--- src/rtl/dpu_pipe_if.sv ---
// Handshake and result bus of the pipelined datapath unit.
// The master drives operands and consumes results; the slave is the pipeline.
interface dpu_pipe_if #(
    parameter int W = 8
);
    logic         in_valid;
    logic         in_ready;
    logic [W-1:0] a;
    logic [W-1:0] b;
    logic [2:0]   op;
    logic         acc_sel;
    logic         out_valid;
    logic         out_ready;
    logic [W-1:0] result;
    logic         carry;
    logic         zero;

    modport master (
        output in_valid, a, b, op, acc_sel, out_ready,
        input  in_ready, out_valid, result, carry, zero
    );

    modport slave (
        input  in_valid, a, b, op, acc_sel, out_ready,
        output in_ready, out_valid, result, carry, zero
    );
endinterface

--- src/rtl/dpu_pipe.sv ---
// Two-stage pipelined datapath unit: an input register (S1) feeds an ALU
// whose result is captured in an output register (S2) together with flags
// and an accumulator. A debug mux and a scanned hex 7-segment driver expose
// the latest result.
module dpu_pipe #(
    parameter int W        = 8,
    parameter int DIGITS   = W / 4,
    parameter int SCAN_DIV = 4
) (
    input  logic              clk,
    input  logic              rst,
    dpu_pipe_if.slave         bus,
    input  logic [1:0]        dsel,
    output logic [W-1:0]      dout,
    output logic [1:7]        seg,
    output logic [DIGITS-1:0] an
);
    typedef enum logic [2:0] {
        OP_A   = 3'b000,
        OP_OR  = 3'b001,
        OP_XOR = 3'b010,
        OP_AND = 3'b011,
        OP_SUB = 3'b100,
        OP_ADD = 3'b101,
        OP_B   = 3'b110,
        OP_CLR = 3'b111
    } op_t;

    localparam int DIVW = (SCAN_DIV > 1) ? $clog2(SCAN_DIV) : 1;
    localparam int IDXW = (DIGITS > 1) ? $clog2(DIGITS) : 1;

    logic [W-1:0]    s1_a;
    logic [W-1:0]    s1_b;
    op_t             s1_op;
    logic            s1_acc_sel;
    logic            s1_valid;

    logic [W-1:0]    result_q;
    logic            carry_q;
    logic            zero_q;
    op_t             s2_op;
    logic            out_valid_q;
    logic [W-1:0]    acc;

    logic            s2_free;
    logic            s2_load;
    logic            in_fire;
    logic [W-1:0]    opa;
    logic [W:0]      sum;
    logic [W-1:0]    alu_res;
    logic            alu_carry;

    logic [DIVW-1:0] div_cnt;
    logic [IDXW-1:0] digit_idx;
    logic [IDXW-1:0] idx_next;
    logic            div_wrap;

    assign s2_free       = !out_valid_q || bus.out_ready;
    assign s2_load       = s1_valid && s2_free;
    assign bus.in_ready  = !s1_valid || s2_free;
    assign in_fire       = bus.in_valid && bus.in_ready;
    assign bus.out_valid = out_valid_q;
    assign bus.result    = result_q;
    assign bus.carry     = carry_q;
    assign bus.zero      = zero_q;
    assign an            = ~(DIGITS'(1) << digit_idx);

    function automatic logic [1:7] hex_seg(input logic [3:0] n);
        case (n)
            4'h0: hex_seg = 7'b0000001;
            4'h1: hex_seg = 7'b1001111;
            4'h2: hex_seg = 7'b0010010;
            4'h3: hex_seg = 7'b0000110;
            4'h4: hex_seg = 7'b1001100;
            4'h5: hex_seg = 7'b0100100;
            4'h6: hex_seg = 7'b0100000;
            4'h7: hex_seg = 7'b0001111;
            4'h8: hex_seg = 7'b0000000;
            4'h9: hex_seg = 7'b0000100;
            4'hA: hex_seg = 7'b0001000;
            4'hB: hex_seg = 7'b1100000;
            4'hC: hex_seg = 7'b0110001;
            4'hD: hex_seg = 7'b1000010;
            4'hE: hex_seg = 7'b0110000;
            default: hex_seg = 7'b0111000;
        endcase
    endfunction

    // S1 captures a new transaction on handshake and empties when it moves on to S2.
    always_ff @(posedge clk) begin
        if (rst) begin
            s1_valid   <= 1'b0;
            s1_a       <= '0;
            s1_b       <= '0;
            s1_op      <= OP_A;
            s1_acc_sel <= 1'b0;
        end else if (in_fire) begin
            s1_valid   <= 1'b1;
            s1_a       <= bus.a;
            s1_b       <= bus.b;
            s1_op      <= op_t'(bus.op);
            s1_acc_sel <= bus.acc_sel;
        end else if (s2_load) begin
            s1_valid   <= 1'b0;
        end
    end

    // ALU evaluated on the S1 contents, with the accumulator optionally replacing A.
    always_comb begin
        opa       = s1_acc_sel ? acc : s1_a;
        sum       = {1'b0, opa} + {1'b0, s1_b};
        alu_res   = '0;
        alu_carry = 1'b0;
        case (s1_op)
            OP_A:   alu_res = opa;
            OP_OR:  alu_res = opa | s1_b;
            OP_XOR: alu_res = opa ^ s1_b;
            OP_AND: alu_res = opa & s1_b;
            OP_SUB: begin
                alu_res   = opa - s1_b;
                alu_carry = (opa < s1_b);
            end
            OP_ADD: begin
                alu_res   = sum[W-1:0];
                alu_carry = sum[W];
            end
            OP_B:   alu_res = s1_b;
            OP_CLR: alu_res = '0;
            default: alu_res = '0;
        endcase
    end

    // S2 loads the ALU result and flags, updates the accumulator, and holds under backpressure.
    always_ff @(posedge clk) begin
        if (rst) begin
            out_valid_q <= 1'b0;
            result_q    <= '0;
            carry_q     <= 1'b0;
            zero_q      <= 1'b1;
            s2_op       <= OP_A;
            acc         <= '0;
        end else if (s2_load) begin
            out_valid_q <= 1'b1;
            result_q    <= alu_res;
            carry_q     <= alu_carry;
            zero_q      <= (alu_res == '0);
            s2_op       <= s1_op;
            acc         <= alu_res;
        end else if (out_valid_q && bus.out_ready) begin
            out_valid_q <= 1'b0;
        end
    end

    // Debug readout of the S1 operands, the result, or the packed S2 status.
    always_comb begin
        case (dsel)
            2'b00:   dout = s1_a;
            2'b01:   dout = s1_b;
            2'b10:   dout = result_q;
            default: dout = {{(W-5){1'b0}}, s2_op, carry_q, zero_q};
        endcase
    end

    // Next digit index: advances once per divider wrap and cycles through all digits.
    always_comb begin
        div_wrap = (div_cnt == DIVW'(SCAN_DIV - 1));
        idx_next = digit_idx;
        if (div_wrap) begin
            idx_next = (digit_idx == IDXW'(DIGITS - 1)) ? '0 : digit_idx + 1'b1;
        end
    end

    // Free-running scan divider and digit index, with segments registered for the digit being lit.
    always_ff @(posedge clk) begin
        if (rst) begin
            div_cnt   <= '0;
            digit_idx <= '0;
            seg       <= 7'b0000001;
        end else begin
            div_cnt   <= div_wrap ? '0 : div_cnt + 1'b1;
            digit_idx <= idx_next;
            seg       <= hex_seg(result_q[4 * int'(idx_next) +: 4]);
        end
    end
endmodule

--- src/flat_wrapper.sv ---
// flat-port wrapper written by rule: the top's interface ports become plain ports
module dpu_pipe_flat 
#(
    parameter int W        = 8,
    parameter int DIGITS   = W / 4,
    parameter int SCAN_DIV = 4
)
  (clk, rst, dsel, dout, seg, an, bus_in_valid, bus_a, bus_b, bus_op, bus_acc_sel, bus_out_ready, bus_in_ready, bus_out_valid, bus_result, bus_carry, bus_zero);
  dpu_pipe_if #(.W(W)) bus_i ();
  input  logic clk;
  input  logic rst;
  input  logic [1:0] dsel;
  output logic [W-1:0] dout;
  output logic [1:7] seg;
  output logic [DIGITS-1:0] an;
  input wire logic [$bits(bus_i.in_valid)-1:0] bus_in_valid;
  input wire logic [$bits(bus_i.a)-1:0] bus_a;
  input wire logic [$bits(bus_i.b)-1:0] bus_b;
  input wire logic [$bits(bus_i.op)-1:0] bus_op;
  input wire logic [$bits(bus_i.acc_sel)-1:0] bus_acc_sel;
  input wire logic [$bits(bus_i.out_ready)-1:0] bus_out_ready;
  output wire logic [$bits(bus_i.in_ready)-1:0] bus_in_ready;
  output wire logic [$bits(bus_i.out_valid)-1:0] bus_out_valid;
  output wire logic [$bits(bus_i.result)-1:0] bus_result;
  output wire logic [$bits(bus_i.carry)-1:0] bus_carry;
  output wire logic [$bits(bus_i.zero)-1:0] bus_zero;
  assign bus_i.in_valid = bus_in_valid;
  assign bus_i.a = bus_a;
  assign bus_i.b = bus_b;
  assign bus_i.op = bus_op;
  assign bus_i.acc_sel = bus_acc_sel;
  assign bus_i.out_ready = bus_out_ready;
  assign bus_in_ready = bus_i.in_ready;
  assign bus_out_valid = bus_i.out_valid;
  assign bus_result = bus_i.result;
  assign bus_carry = bus_i.carry;
  assign bus_zero = bus_i.zero;
  dpu_pipe #(.W(W), .DIGITS(DIGITS), .SCAN_DIV(SCAN_DIV)) u_core (.clk(clk), .rst(rst), .bus(bus_i), .dsel(dsel), .dout(dout), .seg(seg), .an(an));
endmodule
--- config.mk ---
export PLATFORM = sky130hd
export DESIGN_NAME = dpu_pipe_flat
export DESIGN_NICKNAME = d
export VERILOG_FILES = /design/src/rtl/dpu_pipe_if.sv /design/src/rtl/dpu_pipe.sv /design/src/flat_wrapper.sv
export SDC_FILE = /design/constraint.sdc
export NUM_CORES = 1
export LEC_CHECK = 0
export CORE_MARGIN = 2
export CORE_UTILIZATION = 60
export DETAILED_ROUTE_END_ITERATION = 8
export DONT_BUFFER_PORTS = 1
export PLACE_DENSITY = 0.83
export SLEW_MARGIN = 20
export SYNTH_ARGS = -nofsm -noshare
export SYNTH_HDL_FRONTEND = slang
export SYNTH_SLANG_ARGS = --single-unit
--- constraint.sdc ---
create_clock -name clk -period 6.7 [get_ports clk]
set_input_delay 1.34 -clock clk [delete_from_list [all_inputs] [get_ports clk]]
set_output_delay 1.34 -clock clk [all_outputs]
set_load 0.05 [all_outputs]
==> impl_metrics.csv <==
group,metric,value,unit
route,drc,0,
finish,n_antenna_cell,0,
finish,final-seq-area,901,um^2
route,num_vias,3110,
worst_setup_path,end_kind,"primary output",
run,drv_cap,0,
grt,grt_pass1_wl,14.6,mm
finish,fin_cells,480,
grt,grt_pass1_vias,2963,
worst_setup_path,crit_arrival,2210,ps
place,port_buffers,0,
die,start_util,0.620,
place,dp.cells,473,
synth,yosysSeqAreaShare,0.266,
timing,period_share,0.530,
finish,areaGrowthSynthToFinish,1.84,%
power_and_ir_drop,power-per-cell-area,203,nW/um^2
timing,fin_worst_skew,4.76,ps
status,status,"complete, no violations",
grt,grt_overflow,0,
synth,synthArstFlopShare,0,
synth,synthCells,425,
timing,final.setup.tns,0,ps
grt,antenna_found_initial,0,
clock_network,cts_tree,"done",
worst_setup_path,crit_required,5360,ps
worst_setup_path,start_kind,"input port",
route,ant_nets,0,
finish,nNetsFinal,471,
synth,synth_area_per_cell,7.98,um^2
timing,finalHoldViolCount,0,
grt,track_usage,0.297,
die,fp.dieW,79.2,um
worst_setup_path,slowest_delay,770,ps
die,die_area,6270,um^2
synth,synth_nets,488,
timing,slew_viol_final,0,
worst_setup_path,worstSetupPathType,"input port to primary output",
route,wirelength,8.89,mm
hold_path,hold_path_class,"flip-flop to flip-flop",
die,core,5470,um^2
clock_network,ctsRootBufferMaster,"clkbuf_8",
clock_network,cts.reportedPaths.clkPinSlew,80,ps
clock_network,clk_latency,300,ps
die,dieHeight,79.2,um
timing,finalSetupViolCount,0,
place,dp_hpwl,6.65,mm
finish,fillCellCount,491,
die,io_pins,55,
route,post_drt_wl_per_cell,18.5,um
finish,multiInputGateArea,2270,um^2
timing,max_freq,282,MHz
route,firstDrtPassIters,5,
synth,synth.distinct_cells,58,
clock_network,cts_sinks,45,
clock_network,numCtsBuffers,5,
timing,rsz0062_at_grt,"no",
clock_network,clk_path_buf_depth,2,
place,gp_congestion,0.949,
synth,syn_area,3390,um^2
route,initialDrtViolationCount,281,
synth,synth-edff-count,0,
finish,drive_above_1_share,0.0613,
place,pre_cts_ws,3150,ps
timing,relSlewSlack,0.336,
worst_setup_path,r2r_slack,3180,ps
die,rows,27,
route,viasPerCell,6.48,
timing,fin_crit,3550,ps
worst_setup_path,critPathMaxFanout,9,
worst_setup_path,worst-path-buf-inv,0,
timing,whs,428,ps
synth,yosys_register_bits,45,
worst_setup_path,crit_slowest_cell,"o21ai_1",
synth,synth_ff_type,"dfxtp_1",
clock_network,cts_resized,0,
clock_network,cts_hold_buf,0,
synth,synth_warnings,0,
power_and_ir_drop,power_leakage,1.39,nW
timing,worst_pin_slew,994,ps
clock_network,cts_setup_buffers,0,
worst_setup_path,path_cells,"mux2i_1 -> o21ai_1",
timing,worst_slack,3150,ps
worst_setup_path,path_delay_family,"compound AO/OA/AOI/OAI gates",
grt,grt_max_degree,46,
clock_network,htreeDepth,2,
power_and_ir_drop,irDropWorstVdd,0.198,mV
sequential cells by signal, summed over array words and instances (netlist names), 2 cells and up:
register,count
u_core.s1_op,3
u_core.div_cnt,2
u_core.s1_a,8
u_core.s2_op,3
u_core.seg,7
u_core.acc,8
u_core.s1_b,8
path summary, 6_finish.rpt:
kind | start | endpoint | depth (start not counted)
worst min-delay path | u_core.div_cnt[0]$_SDFF_PP0_ | u_core.div_cnt[0]$_SDFF_PP0_ | 1
worst min register to register | u_core.div_cnt[0]$_SDFF_PP0_ | u_core.div_cnt[0]$_SDFF_PP0_ | 1
worst max register to register | u_core.s1_acc_sel$_SDFFE_PP0P_ | u_core.bus.zero$_SDFFE_PP1P_ | 11
worst max-delay path | dsel[0] | dout[6] | 2
placed cells by master, fill, tap and decap left out, drive strengths merged, types with 6 or more instances in the layout:
master	synthesis	final
clkbuf	14	6
inv	25	25
o21ai	14	14
ha	35	35
o21bai	6	6
nor2	31	31
dfxtp	45	45
mux2	6	6
nor2b	10	10
a21oi	43	43
nand2	78	78
a211oi	8	8
mux2i	15	15
nor3	9	9
power breakdown:
group / internal [mW] / switching, mW / leakage, nW / total [mW]
combinational: 0.0717 / 0.115 / 0.980 / 0.187
sequential: 0.285 / 0.0538 / 0.370 / 0.339
clock: 0.0816 / 0.0924 / 0.0433 / 0.174
total: 0.438 / 0.261 / 1.39 / 0.700
per-layer routing:
| metal | global-route usage | share of wire |
|---|---|---|
| met2 | 0.477 | 0.48 |
| met3 | 0.0545 | 0.091 |
| met5 | 0 | 0 |
| met4 | 0.102 | 0.029 |
| met1 | 0.401 | 0.40 |
final cells by class:
cell class | count | area share
tap | 72 | 0.0261
sequential | 45 | 0.261
clock inverter | 1 | 0.00217
multi-input combinational | 330 | 0.658
timing repair buffer | 1 | 0.00217
clock buffer | 6 | 0.0239
inverter | 25 | 0.0272
cell families after synthesis:
family	share of synthesized area
mux	0.0974
compound gates	0.214
xor+xnor	0.0181
flops	0.266
fa+ha+maj	0.141
buf+inv	0.0646
simple gates	0.200
per-stage QoR:
step	cell area (um^2)	util	power, mW
floorplan	3390	-	0.494
global placement	3360	0.615	0.519
detailed placement	3360	0.615	0.528
CTS	3450	0.631	0.696
global route	3450	0.631	0.733
finish	3450	0.631	0.700
cells in the mapped netlist, types with 6 or more instances:
master / n / share of area
ha_1: 35 / 0.13
dfxtp_1: 45 / 0.27
clkbuf_1: 14 / 0.015
mux2i_1: 15 / 0.044
nor2b_1: 9 / 0.017
nor2_1: 31 / 0.034
inv_1: 24 / 0.027
o21bai_1: 6 / 0.013
nand2_1: 78 / 0.086
a21oi_1: 43 / 0.063
a211oi_1: 7 / 0.015
o21ai_0: 12 / 0.018
nor3_1: 7 / 0.010
No activity file was read; power rests on OpenSTA's default activity.
